===== src/rtl/seq_det_pkg.sv =====
// Shared definitions for the serializer / 101-detector slice: FSM state
// encoding and the default serial word width.
package seq_det_pkg;

   typedef enum logic [1:0] {
      IDLE   = 2'd0,
      SHIFT  = 2'd1,
      PARITY = 2'd2
   } state_t;

   localparam int DEFAULT_W = 8;

endpackage


===== src/rtl/bit_serializer.sv =====
// MSB-first parallel-to-serial converter with a valid/ready input handshake.
// Define BIT_SERIALIZER_PARITY_EN to append an even-parity bit after each word.
module bit_serializer
   import seq_det_pkg::*;
#(
   parameter int   W      = DEFAULT_W,
   parameter logic IDLE_X = 1'b0
) (
   input  logic         clk,
   input  logic         rst,
   input  logic [W-1:0] din,
   input  logic         din_valid,
   output logic         din_ready,
   output logic         x,
   output logic         x_valid,
   output logic         done
);

   localparam int CW = $clog2(W);

   state_t         state_q, state_d;
   logic [CW-1:0]  cnt_q, cnt_d;
   logic [W-1:0]   sh_q, sh_d;
   logic           x_q, x_d;
   logic           x_valid_q, x_valid_d;
   logic           din_ready_q, din_ready_d;
   logic           done_q, done_d;
   logic           accept;
`ifdef BIT_SERIALIZER_PARITY_EN
   logic           par_q, par_d;
`endif

   assign accept = din_valid && din_ready_q;

   always_ff @(posedge clk or negedge rst) begin
      if (!rst) begin
         state_q     <= IDLE;
         cnt_q       <= '0;
         sh_q        <= '0;
         x_q         <= IDLE_X;
         x_valid_q   <= 1'b0;
         din_ready_q <= 1'b0;
         done_q      <= 1'b0;
`ifdef BIT_SERIALIZER_PARITY_EN
         par_q       <= 1'b0;
`endif
      end else begin
         state_q     <= state_d;
         cnt_q       <= cnt_d;
         sh_q        <= sh_d;
         x_q         <= x_d;
         x_valid_q   <= x_valid_d;
         din_ready_q <= din_ready_d;
         done_q      <= done_d;
`ifdef BIT_SERIALIZER_PARITY_EN
         par_q       <= par_d;
`endif
      end
   end

   // A new word may be loaded from IDLE or from the final serial cycle.
   always_comb begin
      state_d = state_q;
      cnt_d   = cnt_q;
      sh_d    = sh_q;
`ifdef BIT_SERIALIZER_PARITY_EN
      par_d   = par_q;
`endif
      case (state_q)
         IDLE: begin
            if (accept) begin
               state_d = SHIFT;
               cnt_d   = CW'(W - 1);
               sh_d    = din;
`ifdef BIT_SERIALIZER_PARITY_EN
               par_d   = ^din;
`endif
            end
         end
         SHIFT: begin
            if (cnt_q == '0) begin
`ifdef BIT_SERIALIZER_PARITY_EN
               state_d = PARITY;
`else
               if (accept) begin
                  state_d = SHIFT;
                  cnt_d   = CW'(W - 1);
                  sh_d    = din;
               end else begin
                  state_d = IDLE;
               end
`endif
            end else begin
               cnt_d = cnt_q - CW'(1);
               sh_d  = sh_q << 1;
            end
         end
`ifdef BIT_SERIALIZER_PARITY_EN
         PARITY: begin
            if (accept) begin
               state_d = SHIFT;
               cnt_d   = CW'(W - 1);
               sh_d    = din;
               par_d   = ^din;
            end else begin
               state_d = IDLE;
            end
         end
`endif
         default: state_d = IDLE;
      endcase
   end

   // Outputs are derived from next-state values so that registering them
   // lines them up with the state they describe.
   always_comb begin
      x_d       = IDLE_X;
      x_valid_d = (state_d != IDLE);
      done_d    = 1'b0;
      case (state_d)
         SHIFT: begin
            x_d = sh_d[W-1];
`ifndef BIT_SERIALIZER_PARITY_EN
            done_d = (cnt_d == '0);
`endif
         end
`ifdef BIT_SERIALIZER_PARITY_EN
         PARITY: begin
            x_d    = par_d;
            done_d = 1'b1;
         end
`endif
         default: x_d = IDLE_X;
      endcase
      din_ready_d = (state_d == IDLE) || done_d;
   end

   assign x         = x_q;
   assign x_valid   = x_valid_q;
   assign din_ready = din_ready_q;
   assign done      = done_q;

endmodule


===== config.mk =====
export PLATFORM = sky130hd
export DESIGN_NAME = bit_serializer
export DESIGN_NICKNAME = d
export VERILOG_FILES = /design/src/rtl/seq_det_pkg.sv /design/src/rtl/bit_serializer.sv
export SDC_FILE = /design/constraint.sdc
export NUM_CORES = 1
export LEC_CHECK = 0
export BUFFER_PORTS_ARGS = -buffer_cell sky130_fd_sc_hd__buf_2
export CAP_MARGIN = 10
export CORE_UTILIZATION = 51
export CTS_CLUSTER_SIZE = 14
export DETAILED_ROUTE_END_ITERATION = 10
export HOLD_SLACK_MARGIN = 0.05
export PLACE_DENSITY = 0.86
export SYNTH_ARGS = -nofsm -noshare
export SYNTH_HDL_FRONTEND = slang
export SYNTH_SLANG_ARGS = --single-unit

===== constraint.sdc =====
create_clock -name clk -period 1.6 [get_ports clk]
set_input_delay 0.08 -clock clk [delete_from_list [all_inputs] [get_ports clk]]
set_output_delay 0.08 -clock clk [all_outputs]
set_load 0.05 [all_outputs]

==> run metrics <==
outcome=completed; # IOs=15; Buffers on Ports=14; TritonCTS clock tree=done; critical register-to-register path endpoint=done; WHS Endpoint=cnt_q[2]; Detailed Place HPWL=954 µm; first-pass iteration count of the detailed router=5; GRT Residual Overflow=0; Rows=13; R2R setup slack=110 ps; Syn Area/Cell=12.3 µm²; CTS root buf=clkbuf_4; final WL=1450 µm; remaining antenna violation count=0; WHS Path Cells=4; clock skew=1.03 ps; Max Buffers Root-to-Sink=2; Die H=40.4 µm; Residual DRC=0; setup TNS=0 ps; vias=561; Final period util=93.0%; Fin Hold WS=182 ps; RSZ-0062 raised after global routing=no; placed inst area=842 µm²; Power per Cell Area=1220 nW/µm²; die area=1630 µm²; Core Area=1330 µm²; Initial Util=56.5%; Die Wd=40.4 µm; synthesis-to-finish area growth=27.1%; nets@finish=103; Sequential Area=400 µm²; Worst Setup Start Kind=flip-flop; min Tclk post-route=1490 ps; first-pass GRT wire length=2100 µm; reg2reg start=cnt_q[0]; f_max=0.672 GHz; total design power=1.17 mW; Global Route Usage Sum=20.9%; hold path startpoint=din_valid; Max-Cap Viols=0; mapped cell area=753 µm²; Worst Setup End Kind=flip-flop; GPL Wtd Cong=0.788; syn nets=74; Finished Cell Area=957 µm²; # H-tree levels=1; Ys Warns=0; Synth Instances=61; Routed WL per cell=14.1 µm; CP required=1820 ps; flop and latch count out of synthesis=16; share of layout cells above drive strength 1=39.8%; Reg2Reg Depth=6; via density per instance=5.45; Clk Latency, worst-skew pair=280 ps; Post CTS Setup Buffer Count=0; synth unique cells=25; largest net degree at the start of global routing=17; crit-path max FO=3; Multi-input gate area=318 µm²; initial antenna violation count=0; Final Hold Viols=0; Final Slew Violations=0; VDD IR max=652 µV; fillcell total=86; static leakage=0.504 nW; Antenna diodes=0; number of global-route vias before repair=513; CTS buffer count=3; DRT iter0 DRCs=14; Seq/Total Area, Yosys=53.2%; Final Setup Violations=0; WS Path Type=reg -> reg; clock-pin slew of the registers on the worst-case setup and hold paths=80 ps; CTS sink cnt=16; crit path DAT=1710 ps; Hold Crit Class=in -> reg
report_power, final:
| group | leakage [nW] | total (mW) | switching [mW] | internal, mW |
|---|---|---|---|---|
| sequential | 0.196 | 0.565 | 0.0596 | 0.506 |
| clock | 0.0138 | 0.201 | 0.113 | 0.0874 |
| combinational | 0.294 | 0.402 | 0.202 | 0.200 |
registers in the layout, summed over array words and instances, names as in the netlist:
register   flops
cnt_q          3
din_ready      1
done           1
sh_q           7
state_q        2
x              1
x_valid        1
layout make-up:
type,instances,share of cell area [%]
Sequential cell,16,41.8
Multi-Input combinational cell,39,33.2
Timing Repair Buffer,26,19.1
Clock buffer,3,2.35
Tap cell,15,1.96
Inverter,4,1.57
cell families after synthesis:
family / share of synthesized area [%]
simple gates: 17.4
flops: 53.2
fa+ha+maj: 3.32
compound gates: 20.6
buf+inv: 4.98
other cells: 0.498
critical path: stages (launching register included):
cell and delay, ps:
dfrtp_1 360, inv_1 60, ha_1 220, buf_4 140, or3_1 350, nand2_1 100
and4_2 210
metal layers:
metal,wire [µm],global-route usage (%)
met1,643,22.4
met2,719,35.3
met3,57,6.67
met4,30,12.5
met5,0,0
how the worst max path moves through the flow:
stage / start / endpoint / slack (ps) / depth (start not counted)
6_report: cnt_q[0] / done / 110 / 6
4_1_cts: cnt_q[0] / sh_q[5] / 50 / 5
5_1_grt: cnt_q[1] / cnt_q[0] / 7 / 6
2_1_floorplan: din_ready / sh_q[2] / 50 / 4
3_3_place_gp: cnt_q[0] / sh_q[5] / 100 / 5
3_5_place_dp: cnt_q[0] / din_ready / 60 / 6
what timing repair did:
action / CTS / global route
resized for setup: 0 / 1
endpoints found under the setup margin: 0 / 7
endpoints found under the hold margin: 24 / 0
hold buffers: 9 / 0
cell usage after synthesis:
cell type	number	area, µm²
a21boi_4	1	18.8
a21o_1	1	7.51
a21oi_1	1	5.00
a21oi_2	1	8.76
a221o_1	5	50.1
a221o_2	1	11.3
a22o_2	1	10.0
a2bb2oi_1	1	8.76
a32oi_1	1	8.76
a41o_2	1	11.3
and2b_4	1	10.0
and3_2	7	52.6
and4_2	1	10.0
buf_6	2	22.5
conb_1	1	3.75
dfrtp_1	16	400
ha_1	2	25.0
inv_1	4	15.0
nand2_1	3	11.3
nand2b_1	1	6.26
nand3b_1	1	7.51
nor2b_1	2	12.5
o21ai_0	3	15.0
or2b_1	2	15.0
or3_1	1	6.26
layout by cell type (no fill, tap or decap), drive strengths merged:
| cell | n |
|---|---|
| nor2b | 2 |
| clkbuf | 3 |
| nand3b | 1 |
| and2b | 1 |
| or3 | 1 |
| nand2 | 3 |
| a221o | 6 |
| and4 | 1 |
| and3 | 7 |
| or2b | 2 |
| dfrtp | 16 |
| ha | 2 |
| dlygate4sd3 | 9 |
| conb | 1 |
| a21o | 1 |
| buf | 17 |
| a22o | 1 |
| a21boi | 1 |
| inv | 4 |
| a41o | 1 |
| o21ai | 3 |
| a2bb2oi | 1 |
| a32oi | 1 |
| a21oi | 2 |
| nand2b | 1 |
per-stage QoR:
step	cells	utilization (%)	setup WS [ps]
after floorplan	61	-	52.3
after global placement	91	63.1	103
after detailed placement	91	63.1	64.0
after CTS	103	71.6	46.8
after global routing	103	71.8	7.12
final	103	71.8	113
(Power assumes the default switching activity.)
